## config.mk

```make
export PLATFORM = sky130hd
export DESIGN_NAME = ecpri_hdr_parser
export DESIGN_NICKNAME = d
export VERILOG_FILES = /design/src/rtl/ecpri_hdr_parser.sv
export SDC_FILE = /design/constraint.sdc
export NUM_CORES = 1
export LEC_CHECK = 0
export BUFFER_PORTS_ARGS = -buffer_cell sky130_fd_sc_hd__buf_2
export CAP_MARGIN = 10
export CORE_UTILIZATION = 52
export CTS_CLUSTER_SIZE = 40
export DETAILED_ROUTE_END_ITERATION = 12
export PLACE_DENSITY = 0.82
export SLEW_MARGIN = 0
export SYNTH_ARGS = -nofsm -noshare
export SYNTH_HDL_FRONTEND = slang
export SYNTH_SLANG_ARGS = --single-unit
```

## constraint.sdc

```tcl
create_clock -name clk -period 2.67 [get_ports clk]
set_input_delay 0.534 -clock clk [delete_from_list [all_inputs] [get_ports clk]]
set_output_delay 0.534 -clock clk [all_outputs]
set_load 0.05 [all_outputs]
```

## src/rtl/ecpri_hdr_parser.sv

```systemverilog
// Byte-serial eCPRI-over-Ethernet parser: strips the Ethernet and eCPRI common
// headers, presents the decoded header fields, forwards the payload and counts frames.
module ecpri_hdr_parser #(
    parameter logic [15:0] ETHERTYPE = 16'hAEFE,
    parameter logic [3:0]  REVISION  = 4'h1
) (
    input  logic        clk,
    input  logic        rst_n,
    input  logic [7:0]  in_data,
    input  logic        in_valid,
    input  logic        in_sop,
    input  logic        in_eop,
    output logic        hdr_valid,
    output logic [3:0]  hdr_revision,
    output logic        hdr_concat,
    output logic [7:0]  hdr_msg_type,
    output logic [15:0] hdr_payload_size,
    output logic [7:0]  pay_data,
    output logic        pay_valid,
    output logic        pay_sop,
    output logic        pay_eop,
    output logic        err,
    output logic [1:0]  err_code,
    output logic [15:0] frame_cnt,
    output logic [15:0] drop_cnt
);

    typedef enum logic [2:0] {IDLE, ETH, ECH, PAY, SKIP, DROP} state_t;

    state_t      state_reg, state_next;
    logic [15:0] bcnt_reg, bcnt_next;
    logic [7:0]  etype_hi_reg, etype_hi_next;
    logic [3:0]  hdr_revision_reg, hdr_revision_next;
    logic        hdr_concat_reg, hdr_concat_next;
    logic [7:0]  hdr_msg_type_reg, hdr_msg_type_next;
    logic [15:0] hdr_payload_size_reg, hdr_payload_size_next;
    logic        hdr_valid_reg, hdr_valid_next;
    logic [7:0]  pay_data_reg, pay_data_next;
    logic        pay_valid_reg, pay_valid_next;
    logic        pay_sop_reg, pay_sop_next;
    logic        pay_eop_reg, pay_eop_next;
    logic        err_reg, err_next;
    logic [1:0]  err_code_reg, err_code_next;
    logic [15:0] frame_cnt_reg, frame_cnt_next;
    logic [15:0] drop_cnt_reg, drop_cnt_next;
    logic        frame_inc;
    logic        in_frame;
    logic [15:0] size_w;
    logic        last_beat;

    assign in_frame  = (state_reg == ETH) || (state_reg == ECH) || (state_reg == PAY);
    assign size_w    = {hdr_payload_size_reg[15:8], in_data};
    assign last_beat = ((bcnt_reg + 16'd1) == hdr_payload_size_reg);

    always_comb begin
        state_next            = state_reg;
        bcnt_next             = bcnt_reg;
        etype_hi_next         = etype_hi_reg;
        hdr_revision_next     = hdr_revision_reg;
        hdr_concat_next       = hdr_concat_reg;
        hdr_msg_type_next     = hdr_msg_type_reg;
        hdr_payload_size_next = hdr_payload_size_reg;
        hdr_valid_next        = 1'b0;
        pay_data_next         = pay_data_reg;
        pay_valid_next        = 1'b0;
        pay_sop_next          = 1'b0;
        pay_eop_next          = 1'b0;
        err_next              = 1'b0;
        err_code_next         = err_code_reg;
        frame_inc             = 1'b0;
        if (in_valid) begin
            if (in_sop) begin
                // A new frame aborts an unfinished one; a lone sop+eop byte is truncated.
                if (in_frame || in_eop) begin
                    err_next      = 1'b1;
                    err_code_next = 2'd3;
                end
                if (in_eop) begin
                    state_next = IDLE;
                end else begin
                    state_next = ETH;
                    bcnt_next  = 16'd1;
                end
            end else begin
                case (state_reg)
                    ETH: begin
                        bcnt_next = bcnt_reg + 16'd1;
                        if (bcnt_reg == 16'd12)
                            etype_hi_next = in_data;
                        if (bcnt_reg == 16'd13) begin
                            if ({etype_hi_reg, in_data} != ETHERTYPE) begin
                                err_next      = 1'b1;
                                err_code_next = 2'd1;
                                state_next    = in_eop ? IDLE : DROP;
                            end else if (in_eop) begin
                                err_next      = 1'b1;
                                err_code_next = 2'd3;
                                state_next    = IDLE;
                            end else begin
                                state_next = ECH;
                            end
                        end else if (in_eop) begin
                            err_next      = 1'b1;
                            err_code_next = 2'd3;
                            state_next    = IDLE;
                        end
                    end
                    ECH: begin
                        bcnt_next = bcnt_reg + 16'd1;
                        if (bcnt_reg == 16'd14) begin
                            hdr_revision_next = in_data[7:4];
                            hdr_concat_next   = in_data[0];
                        end
                        if (bcnt_reg == 16'd15)
                            hdr_msg_type_next = in_data;
                        if (bcnt_reg == 16'd16)
                            hdr_payload_size_next[15:8] = in_data;
                        if (bcnt_reg == 16'd17) begin
                            hdr_payload_size_next = size_w;
                            if (hdr_revision_reg != REVISION) begin
                                err_next      = 1'b1;
                                err_code_next = 2'd2;
                                state_next    = in_eop ? IDLE : DROP;
                            end else if (size_w == 16'd0) begin
                                hdr_valid_next = 1'b1;
                                frame_inc      = in_eop;
                                state_next     = in_eop ? IDLE : SKIP;
                            end else if (in_eop) begin
                                err_next      = 1'b1;
                                err_code_next = 2'd3;
                                state_next    = IDLE;
                            end else begin
                                hdr_valid_next = 1'b1;
                                bcnt_next      = 16'd0;
                                state_next     = PAY;
                            end
                        end else if (in_eop) begin
                            err_next      = 1'b1;
                            err_code_next = 2'd3;
                            state_next    = IDLE;
                        end
                    end
                    PAY: begin
                        // bcnt counts beats already forwarded within the payload.
                        pay_valid_next = 1'b1;
                        pay_data_next  = in_data;
                        pay_sop_next   = (bcnt_reg == 16'd0);
                        pay_eop_next   = last_beat | in_eop;
                        bcnt_next      = bcnt_reg + 16'd1;
                        if (last_beat) begin
                            frame_inc  = in_eop;
                            state_next = in_eop ? IDLE : SKIP;
                        end else if (in_eop) begin
                            err_next      = 1'b1;
                            err_code_next = 2'd3;
                            state_next    = IDLE;
                        end
                    end
                    SKIP: begin
                        if (in_eop) begin
                            frame_inc  = 1'b1;
                            state_next = IDLE;
                        end
                    end
                    DROP: begin
                        if (in_eop)
                            state_next = IDLE;
                    end
                    default: ;
                endcase
            end
        end
    end

    assign frame_cnt_next = (frame_inc && frame_cnt_reg != 16'hFFFF) ? frame_cnt_reg + 16'd1 : frame_cnt_reg;
    assign drop_cnt_next  = (err_next && drop_cnt_reg != 16'hFFFF) ? drop_cnt_reg + 16'd1 : drop_cnt_reg;

    always_ff @(posedge clk or negedge rst_n) begin
        if (!rst_n) begin
            state_reg            <= IDLE;
            bcnt_reg             <= 16'd0;
            etype_hi_reg         <= 8'd0;
            hdr_revision_reg     <= 4'd0;
            hdr_concat_reg       <= 1'b0;
            hdr_msg_type_reg     <= 8'd0;
            hdr_payload_size_reg <= 16'd0;
            hdr_valid_reg        <= 1'b0;
            pay_data_reg         <= 8'd0;
            pay_valid_reg        <= 1'b0;
            pay_sop_reg          <= 1'b0;
            pay_eop_reg          <= 1'b0;
            err_reg              <= 1'b0;
            err_code_reg         <= 2'd0;
            frame_cnt_reg        <= 16'd0;
            drop_cnt_reg         <= 16'd0;
        end else begin
            state_reg            <= state_next;
            bcnt_reg             <= bcnt_next;
            etype_hi_reg         <= etype_hi_next;
            hdr_revision_reg     <= hdr_revision_next;
            hdr_concat_reg       <= hdr_concat_next;
            hdr_msg_type_reg     <= hdr_msg_type_next;
            hdr_payload_size_reg <= hdr_payload_size_next;
            hdr_valid_reg        <= hdr_valid_next;
            pay_data_reg         <= pay_data_next;
            pay_valid_reg        <= pay_valid_next;
            pay_sop_reg          <= pay_sop_next;
            pay_eop_reg          <= pay_eop_next;
            err_reg              <= err_next;
            err_code_reg         <= err_code_next;
            frame_cnt_reg        <= frame_cnt_next;
            drop_cnt_reg         <= drop_cnt_next;
        end
    end

    assign hdr_valid        = hdr_valid_reg;
    assign hdr_revision     = hdr_revision_reg;
    assign hdr_concat       = hdr_concat_reg;
    assign hdr_msg_type     = hdr_msg_type_reg;
    assign hdr_payload_size = hdr_payload_size_reg;
    assign pay_data         = pay_data_reg;
    assign pay_valid        = pay_valid_reg;
    assign pay_sop          = pay_sop_reg;
    assign pay_eop          = pay_eop_reg;
    assign err              = err_reg;
    assign err_code         = err_code_reg;
    assign frame_cnt        = frame_cnt_reg;
    assign drop_cnt         = drop_cnt_reg;

endmodule
```

==> After elaboration in Yosys (flattened, before gate mapping) <==
Cells that the tools add are included.
{ "classes": {"n_addsub": 3, "n_eq_ne": 20, "muxes": 65, "bitwise": 3, "n_reduce_logical": 21} }
{ "ops": {"columns": ["operator", "n"], "rows": [
  ["16-bit two-way mux", 6],
  ["16-bit by 4-bit equality test with 1-bit output (second input constant)", 4],
  ["16-bit by 1-bit adder with 16-bit output (second input constant)", 3],
  ["16-bit inequality test (second input constant)", 3],
  ["1-bit two-way mux", 33],
  ["16-bit by 5-bit equality test with 1-bit output (second input constant)", 2],
  ["16-bit zero test", 2],
  ["16-bit case mux with 2 select lines", 1],
  ["3-bit two-way mux", 10],
  ["2-bit two-way mux", 11],
  ["16-bit equality test", 1],
  ["4-bit AND reduction", 4],
  ["3-bit case mux with 4 select lines", 1],
  ["5-bit AND reduction", 2],
  ["3-bit by 2-bit equality test with 1-bit output (second input constant)", 2],
  ["3-bit equality test (second input constant)", 2],
  ["1-bit case mux with 3 select lines", 2],
  ["2-bit case mux with 3 select lines", 1],
  ["3-bit AND reduction", 2],
  ["5-bit inequality test (second input constant)", 1],
  ["5-bit nonzero test", 1],
  ["4-bit by 1-bit inequality test with 1-bit output (second input constant)", 1],
  ["4-bit nonzero test", 1],
  ["2-bit OR reduction", 2],
  ["other kinds (10)", 14]
]} }
{ "totals": {"in_bits": 13, "ff_bits": 103, "out_inout_bits": 76, "wordCells": 129} }

==> Depth between registers and ports, before layout <==
Gate-level depths: netlist (run 1).
{ "logic_depth": {"ltp_word": 8, "mapped_depth": 12, "depth_no_buf": 10} }

==> Worst setup path after synthesis (run 1) <==
No wires, ideal clock.
{ "synth_path": {"kind": "reg2reg", "from": "reg bcnt_reg[0]", "to": "reg frame_cnt_reg[14], in the netlist frame_cnt[14]", "period_less_slack_ns": 2.760, "slack_ns": -0.090, "t_required_ns": 2.528, "setup_ns": 0.142, "n_path_buf": 3, "path_stages_with_launch": 13, "arrival_ns": 2.618, "cell_sequence": "dfrtp_1 > ha_1 > clkbuf_1 > nand2_1 > nor4_4 > nor2_1 > a2111oi_0 > and4_1 > buf_6 > o2bb2ai_4 > buf_6 > nand4_1 > xnor2_1"} }
{ "synth_via": {"elab_chain_cells": 7, "word_cells_on_any_way": 9, "cone_classes": "add/sub (1); eq/ne (2); mux (5); reduce/logical (1)"} }
{ "synth_lines": {"columns": ["item", "line_no", "text"], "rows": [
  ["from (decl)", "31", "logic [15:0] bcnt_reg, bcnt_next;"],
  ["from (signal assigned)", "198", "bcnt_reg <= bcnt_next;"],
  ["16-bit by 1-bit adder with 16-bit output", "53", "assign last_beat = ((bcnt_reg + 16'd1) == hdr_payload_size_reg);"],
  ["16-bit equality test", "53", null],
  ["1-bit two-way mux", "150", "if (last_beat) begin"],
  ["1-bit case mux with 3 select lines (*)", "85", "case (state_reg)"],
  ["1-bit two-way mux (*)", "72", "if (in_sop) begin"],
  ["1-bit two-way mux (*)", "71", "if (in_valid) begin"],
  ["1-bit logical AND (*)", "175", "assign frame_cnt_next = (frame_inc && frame_cnt_reg != 16'hFFFF) ? frame_cnt_reg + 16'd1 : frame_cnt_reg;"],
  ["to (signal assigned)", "211", "frame_cnt_reg <= frame_cnt_next;"],
  ["to (decl)", "44", "logic [15:0] frame_cnt_reg, frame_cnt_next;"]
]} }
Mark *: on every way between the ends. The rest lies on a longest branch, timed or not.
A chain may end at the register's enable or synchronous reset.

==> Worst setup path in the final report (run 1) <==
{ "layout_path": {"from": "reg bcnt_reg[9]", "to": "reg frame_cnt_reg[8], in the netlist frame_cnt[8]"} }
The elaborated chain is that of the path after synthesis.

==> results of run 1 <==
==> kinds of logic after synthesis <==
kind of cell / count (synthesis) / share of synthesized area, %
adders and majority gates: 6 / 1.33
DFF: 103 / 45.8
xor gates and xnor gates: 44 / 6.84
and+or+nand+nor: 201 / 20.9
buffers and inverters: 40 / 3.46
AOI/OAI and AO/OA: 98 / 12.0
muxes: 49 / 9.75
==> synthesized netlist by cell type, types with 7 or more instances <==
| cell | number |
|---|---|
| sky130_fd_sc_hd__clkbuf_1 | 13 |
| sky130_fd_sc_hd__mux2_2 | 46 |
| sky130_fd_sc_hd__o31ai_1 | 10 |
| sky130_fd_sc_hd__inv_1 | 15 |
| sky130_fd_sc_hd__nand3_1 | 23 |
| sky130_fd_sc_hd__nand4_1 | 17 |
| sky130_fd_sc_hd__o21ai_0 | 35 |
| sky130_fd_sc_hd__nor2_1 | 37 |
| sky130_fd_sc_hd__xor2_1 | 7 |
| sky130_fd_sc_hd__a21oi_1 | 14 |
| sky130_fd_sc_hd__nor2b_1 | 11 |
| sky130_fd_sc_hd__nor3_1 | 10 |
| sky130_fd_sc_hd__and3_1 | 9 |
| sky130_fd_sc_hd__xnor2_1 | 37 |
| sky130_fd_sc_hd__nand2_1 | 37 |
| sky130_fd_sc_hd__dfrtp_1 | 103 |
| sky130_fd_sc_hd__nand2b_1 | 12 |
==> worst max path at each step <==
stage                     start             to  cells after the start
detailed placement  bcnt_reg[0]   frame_cnt[1]                     10
floorplan           bcnt_reg[7]   drop_cnt[14]                     10
CTS                 bcnt_reg[9]   drop_cnt[14]                      9
finish              bcnt_reg[9]   frame_cnt[8]                     12
global route        bcnt_reg[9]  frame_cnt[10]                     11
global placement    bcnt_reg[0]   frame_cnt[1]                     10
==> cell type report <==
| cell class | count | area share, % |
|---|---|---|
| well taps | 136 | 2.30 |
| multi-input cells | 400 | 43.1 |
| inverters | 15 | 0.762 |
| flip-flops and latches | 103 | 34.9 |
| clock inverters | 6 | 1.02 |
| repair buffers | 176 | 16.1 |
| clock buffers | 10 | 1.86 |
==> stage by stage <==
stage | cell area [um2] | hold WS [ps]
CTS | 7140 | 73.5
finish | 7390 | 71.7
global route | 7390 | 80.6
detailed placement | 6700 | 487
floorplan | 5660 | 238
global placement | 6700 | 471
==> power groups by stage <==
stage               registers (mW)  logic (mW)  clock network [mW]
global route                  1.71       0.808                1.14
global placement              1.71       0.659                   0
floorplan                     1.89       0.242                   0
finish                        1.70       0.764                1.07
CTS                           1.69       0.710                1.08
detailed placement            1.72       0.679                   0
==> routing by layer <==
metal / global-route usage [%] / up-vias / share of wire, %
met5: 0 / - / 0
met3: 5.95 / 34 / 6.0
li1: - / 2300 / -
met2: 46.2 / 222 / 50
met1: 36.5 / 2539 / 42
met4: 13.1 / 0 / 2.3
==> cells in the final DEF (no fill, tap or decap), drive strengths merged, types with 7 or more instances in the layout <==
cell	count
inv	18
clkbuf	11
dfrtp	103
nor4	9
nand2	37
mux2	47
buf	175
nand2b	13
a21oi	14
xor2	7
nor3	13
and3	9
xnor2	37
o21ai	37
nor2b	11
nand3	23
o31ai	13
nand4	19
nor2	37
==> worst max-delay path, cell delays in order, from the launching register on <==
cell and delay [ps]:
sky130_fd_sc_hd__dfrtp_1 430, sky130_fd_sc_hd__buf_6 140, sky130_fd_sc_hd__buf_6 120, sky130_fd_sc_hd__xor2_4 190
sky130_fd_sc_hd__buf_6 140, sky130_fd_sc_hd__a211oi_2 180, sky130_fd_sc_hd__nand4_1 190, sky130_fd_sc_hd__a2111oi_4 340
sky130_fd_sc_hd__and4_4 370, sky130_fd_sc_hd__buf_6 130, sky130_fd_sc_hd__o2bb2ai_4 170, sky130_fd_sc_hd__nand4_1 170
sky130_fd_sc_hd__xnor2_1 150
==> timing repair <==
action | 4_1_cts | 5_1_grt
gates resized for setup | 26 | 47
pin swaps | 13 | 30
buffers inserted | 9 | 4
setup endpoints to repair | 50 | 52
endpoints found under the hold margin | 0 | 0
cloned | 2 | 1
==> results.py, run 1 <==
metrics = {
    "synthesis": {
        "synth_top_area_share_pct": 45.8,
        "synth_area_leaders": "sky130_fd_sc_hd__dfrtp_1 (46%), sky130_fd_sc_hd__mux2_2 (9.2%), sky130_fd_sc_hd__xnor2_1 (5.8%)",
        "top_reg_cell_synth": "sky130_fd_sc_hd__dfrtp_1",
        "syn-num-nets": 560,
        "synth_seq_area_share_pct": 45.8,
        "synthArstFlopShare_pct": 100,
        "mappedNetlistArea_um2": 5630,
        "synth_edf_count": 0,
        "post_synth.cell_area_avg_um2": 10.4,
        "ys_seq_elements": 103,
        "cell_type_contributing_the_most_total_cell_area_after_synthesis": "sky130_fd_sc_hd__dfrtp_1",
        "yosysWarningCount": 0,
        "synth_cell_type_count": 64,
        "cell_count_after_synthesis": 541,
    },
    "power_and_ir_drop": {
        "clkPwrFrac_pct": 30.2,
        "share_seq_of_total_power_pct": 48.1,
        "power_switching_mw": 1.15,
        "vdd.ir_drop.worst_mv": 0.316,
        "share_comb_of_total_power_pct": 21.7,
        "switching_share_of_power_pct": 32.7,
        "p_leak_nw": 3.54,
        "fin_total_pwr_mw": 3.53,
        "internal_power_mw": 2.37,
        "cellPowerDensity_nw_per_um2": 477,
    },
    "route": {
        "via_per_inst": 6.02,
        "drt-wirelength-per-cell_um": 19.0,
        "vias": 5095,
        "drtIter0Drc": 411,
        "detail_route.drc_violations": 0,
        "drt_first_pass_iters": 5,
        "wirelength_um": 16100,
        "detail-route-antenna-nets": 0,
    },
    "die": {
        "ioPinCount": 89,
        "coreArea_um2": 10400,
        "floorplan.die.width_um": 106,
        "design.die.area_um2": 11300,
        "initial_core_util_pct": 54.1,
        "chip_height_um": 106,
        "rows": 37,
    },
    "global_route": {
        "via_count_of_the_first_global_routing_pass": 5017,
        "grt_max_degree": 57,
        "wire_length_of_the_first_global_routing_pass_um": 25100,
        "groute.usage.overall_pct": 28.4,
        "overflow_left_after_global_routing": 0,
        "initial_antenna_violation_count": 0,
    },
    "clock_tree": {
        "cts.root.buffer_cell": "sky130_fd_sc_hd__clkbuf_8",
        "h-tree-depth": 3,
        "ctsLongestPathBuffers": 2,
        "tritoncts_buffer_count": 9,
        "clk_pin_slew_worst_paths_ps": 110,
        "cts_hold_repair.buffers": 0,
        "tritoncts": "done",
        "sinks_on_clock_net": 103,
        "clock_latency_ps": 380,
    },
    "layout": {
        "antenna_cells": 0,
        "total_area_of_multi_input_combinational_cells_um2": 3180,
        "fillerInstances": 722,
        "share_of_final_layout_standard_cells_stronger_than_drive_strength_1_pct": 42.1,
        "register_area_um2": 2580,
        "final_design_utilization_pct": 71.0,
        "post_layout_nonfiller_instances": 846,
        "syn2layout_area_growth_pct": 31.2,
        "design.final.nets": 724,
    },
    "critical_path": {
        "cp-start-kind": "flip-flop",
        "cp.required_ps": 2950,
        "r2r.worst_path.cells": 12,
        "cp_data_arrival_time_ps": 3110,
        "setup.reg_to_reg.worst_slack_ps": -170,
        "crit_end_category": "flip-flop",
        "r2r_end": "frame_cnt[8]",
        "startpoint_of_the_lowest_slack_register_to_register_path": "bcnt_reg[9]",
        "path_class": "reg -> reg",
        "crit_path_max_fanout": 7,
    },
    "sta": {
        "skew_ps": 14.7,
        "setup_ws_ps": -167,
        "fmax_ghz": 0.352,
        "tightestPinTransition_ps": 738,
        "final_hold_viol_count": 0,
        "grt_setup_unrepaired": "true",
        "setup_viol": 33,
        "final_period_minus_worst_setup_slack_ps": 2840,
        "min_period_over_period_pct": 106,
        "finalSetupTns_ps": -2780,
        "timing.final.max_slew_violations": 0,
        "max_slew_margin_pct": 50.4,
    },
    "status": {
        "violations_in_the_final_reports": "negative setup slack",
        "run_status": "complete, but fails checks",
    },
    "place": {
        "place_ws_ps": -338,
        "port-buffer-count": 88,
        "placedCellCount": 814,
        "detailedPlacementHpwl_um": 10900,
        "place_congestion": 0.950,
    },
    "flow_run": {
        "max_cap_violations": 0,
    },
    "min_path": {
        "hold_path_class": "in -> async",
    },
}
Note: power is estimated with default switching activity, not from simulation.
==> run 2: changes to the inputs <==
--- a/config.mk
+++ b/config.mk
@@ -7,10 +7,12 @@
 export LEC_CHECK = 0
 export BUFFER_PORTS_ARGS = -buffer_cell sky130_fd_sc_hd__buf_2
 export CAP_MARGIN = 10
-export CORE_UTILIZATION = 52
+export CELL_PAD_IN_SITES_DETAIL_PLACEMENT = 0
+export CELL_PAD_IN_SITES_GLOBAL_PLACEMENT = 2
+export CORE_UTILIZATION = 33
 export CTS_CLUSTER_SIZE = 40
 export DETAILED_ROUTE_END_ITERATION = 12
-export PLACE_DENSITY = 0.82
+export PLACE_DENSITY_LB_ADDON = 0.1
 export SLEW_MARGIN = 0
 export SYNTH_ARGS = -nofsm -noshare
 export SYNTH_HDL_FRONTEND = slang
==> run 2 against run 1 <==
Compared with the run above: the run still ends with negative setup slack left; combinational power up 8.0%; largest power group unchanged; critical endpoint is now drop_cnt[14]; largest cell class unchanged; critical path depth fell by 3; core utilization decreased by 24 points; clock power is 26% higher; design area is 6.4% higher.
==> results.py, run 2 (same netlist as run 1, synthesis figures left out) <==
metrics = {
    "global_route": {
        "via_count_of_the_first_global_routing_pass": 4885,
        "wire_length_of_the_first_global_routing_pass_um": 27200,
        "groute.usage.overall_pct": 19.9,
        "overflow_left_after_global_routing": 0,
        "initial_antenna_violation_count": 0,
        "grt_max_degree": 66,
    },
    "die": {
        "rows": 47,
        "design.die.area_um2": 17600,
        "coreArea_um2": 16600,
        "ioPinCount": 89,
        "floorplan.die.width_um": 133,
        "chip_height_um": 133,
        "initial_core_util_pct": 33.8,
    },
    "sta": {
        "min_period_over_period_pct": 102,
        "finalSetupTns_ps": -130,
        "fmax_ghz": 0.366,
        "grt_setup_unrepaired": "true",
        "max_slew_margin_pct": 56.1,
        "final_hold_viol_count": 0,
        "timing.final.max_slew_violations": 0,
        "skew_ps": 8.55,
        "tightestPinTransition_ps": 654,
        "setup_viol": 6,
        "final_period_minus_worst_setup_slack_ps": 2740,
        "setup_ws_ps": -65.4,
    },
    "power_and_ir_drop": {
        "cellPowerDensity_nw_per_um2": 492,
        "vdd.ir_drop.worst_mv": 0.315,
        "p_leak_nw": 3.84,
    },
    "critical_path": {
        "critical_path.slowest_cell": "sky130_fd_sc_hd__or4b_4",
        "crit_end_category": "flip-flop",
        "crit_buf_inv": 1,
        "crit_path_max_fanout": 3,
        "cp-start-kind": "flip-flop",
        "path_class": "reg -> reg",
        "crit_path_max_incr_delay_ps": 530,
        "cp.required_ps": 2910,
        "critical_path.most_common_cell": "sky130_fd_sc_hd__o31ai_4",
        "path_cells": "buf_6, or3_4, or4b_4, o31ai_4, a21boi_2, o31ai_2, o31ai_4, nand4_1, mux2_4",
        "cp_data_arrival_time_ps": 2970,
        "timing.critical_path.max_delay_family": "simple AND/OR/NAND/NOR gates",
    },
    "layout": {
        "design.final.nets": 748,
        "layout_common_cells": "sky130_fd_sc_hd__dfrtp_1 (101), sky130_fd_sc_hd__buf_4 (95), sky130_fd_sc_hd__buf_2 (87)",
        "layout_commonest_cell": "sky130_fd_sc_hd__dfrtp_1",
        "syn2layout_area_growth_pct": 39.7,
        "share_of_final_layout_standard_cells_stronger_than_drive_strength_1_pct": 45.4,
        "post_layout_nonfiller_instances": 954,
        "antenna_cells": 0,
    },
    "clock_tree": {
        "cts.root.buffer_cell": "sky130_fd_sc_hd__clkbuf_16",
        "clock_latency_ps": 350,
        "tritoncts_buffer_count": 9,
        "cts_hold_repair.buffers": 0,
        "clk_pin_slew_worst_paths_ps": 80,
        "ctsLongestPathBuffers": 2,
        "h-tree-depth": 3,
        "tritoncts": "done",
        "sinks_on_clock_net": 103,
    },
    "place": {
        "detailedPlacementHpwl_um": 12600,
        "placedCellCount": 929,
        "place_congestion": 0.834,
        "port-buffer-count": 88,
    },
    "route": {
        "via_per_inst": 5.10,
        "vias": 4867,
        "detail_route.drc_violations": 0,
        "drtIter0Drc": 252,
        "drt_first_pass_iters": 4,
        "drt-wirelength-per-cell_um": 18.1,
        "wirelength_um": 17300,
        "detail-route-antenna-nets": 0,
    },
    "status": {
        "violations_in_the_final_reports": "negative setup slack",
        "run_status": "complete, but fails checks",
    },
    "min_path": {
        "hold_path_class": "in -> async",
    },
    "flow_run": {
        "max_cap_violations": 0,
    },
}
run 2: cell types whose count changed in the layout (fill, tap and decap cells not counted), moves of 4 or more:
cell and delta:
sky130_fd_sc_hd__nand3_2 -7, sky130_fd_sc_hd__xnor2_2 +4, sky130_fd_sc_hd__nand2_4 +6, sky130_fd_sc_hd__clkbuf_16 +10, sky130_fd_sc_hd__buf_4 +21, sky130_fd_sc_hd__nand3_4 +5
sky130_fd_sc_hd__xnor2_1 -4, sky130_fd_sc_hd__nand2_1 -5, sky130_fd_sc_hd__buf_12 +4, sky130_fd_sc_hd__clkbuf_8 -9
run 2: power breakdown:
group	switching [mW]	total, mW	internal, mW
sequential	0.0748	1.70	1.62
combinational	0.512	0.825	0.314
clock	0.670	1.35	0.685
total	1.26	3.87	2.62
run 2: worst paths after layout:
check / from / depth (start not counted) / endpoint / slack [ps]
setup / recovery: bcnt_reg[7] / 9 / drop_cnt[14] / -70
hold / removal: rst_n / 1 / pay_eop / 30
setup reg to reg: bcnt_reg[7] / 9 / drop_cnt[14] / -70
hold reg to reg: frame_cnt[15] / 1 / frame_cnt[15] / 490
max in group asynchronous: rst_n / 2 / bcnt_reg[6] / 1990
min in group clk: in_data[2] / 2 / etype_hi_reg[2] / 490
run 2: layout make-up:
type / instances / area, um2
multi-input combinational: 398 / 3200
clock buffer: 10 / 239
inverter: 15 / 56.3
clock inverter: 6 / 61.3
sequential: 103 / 2580
timing repair buffer: 202 / 1450
tap: 220 / 275
fill: 1626 / 8770
run 2: repair_timing:
item	in CTS	in global routing
endpoints found under the setup margin	52	53
pin swaps	10	24
setup buffers	4	4
gates cloned	0	2
resized for setup	22	69
run 2: through the flow:
stage	instance area, um2	power [mW]	util, %	hold slack, ps	setup slack (ps)
global route	7870	4.08	47.3	27.1	-185
finish	7870	3.87	47.3	33.2	-65.4
global placement	7070	2.43	42.5	413	-248
CTS	7490	3.88	45.0	31.1	-56.3
detailed placement	7070	2.44	42.5	423	-327
floorplan	5660	2.13	-	238	-37.3
run 2: per-layer routing:
layer / share of wire, % / track usage [%] / vias up
li1: - / - / 2356
met4: 0.78 / 3.77 / 0
met3: 4.2 / 4.67 / 10
met5: 0 / 0 / -
met2: 46 / 30.8 / 102
met1: 49 / 28.4 / 2399
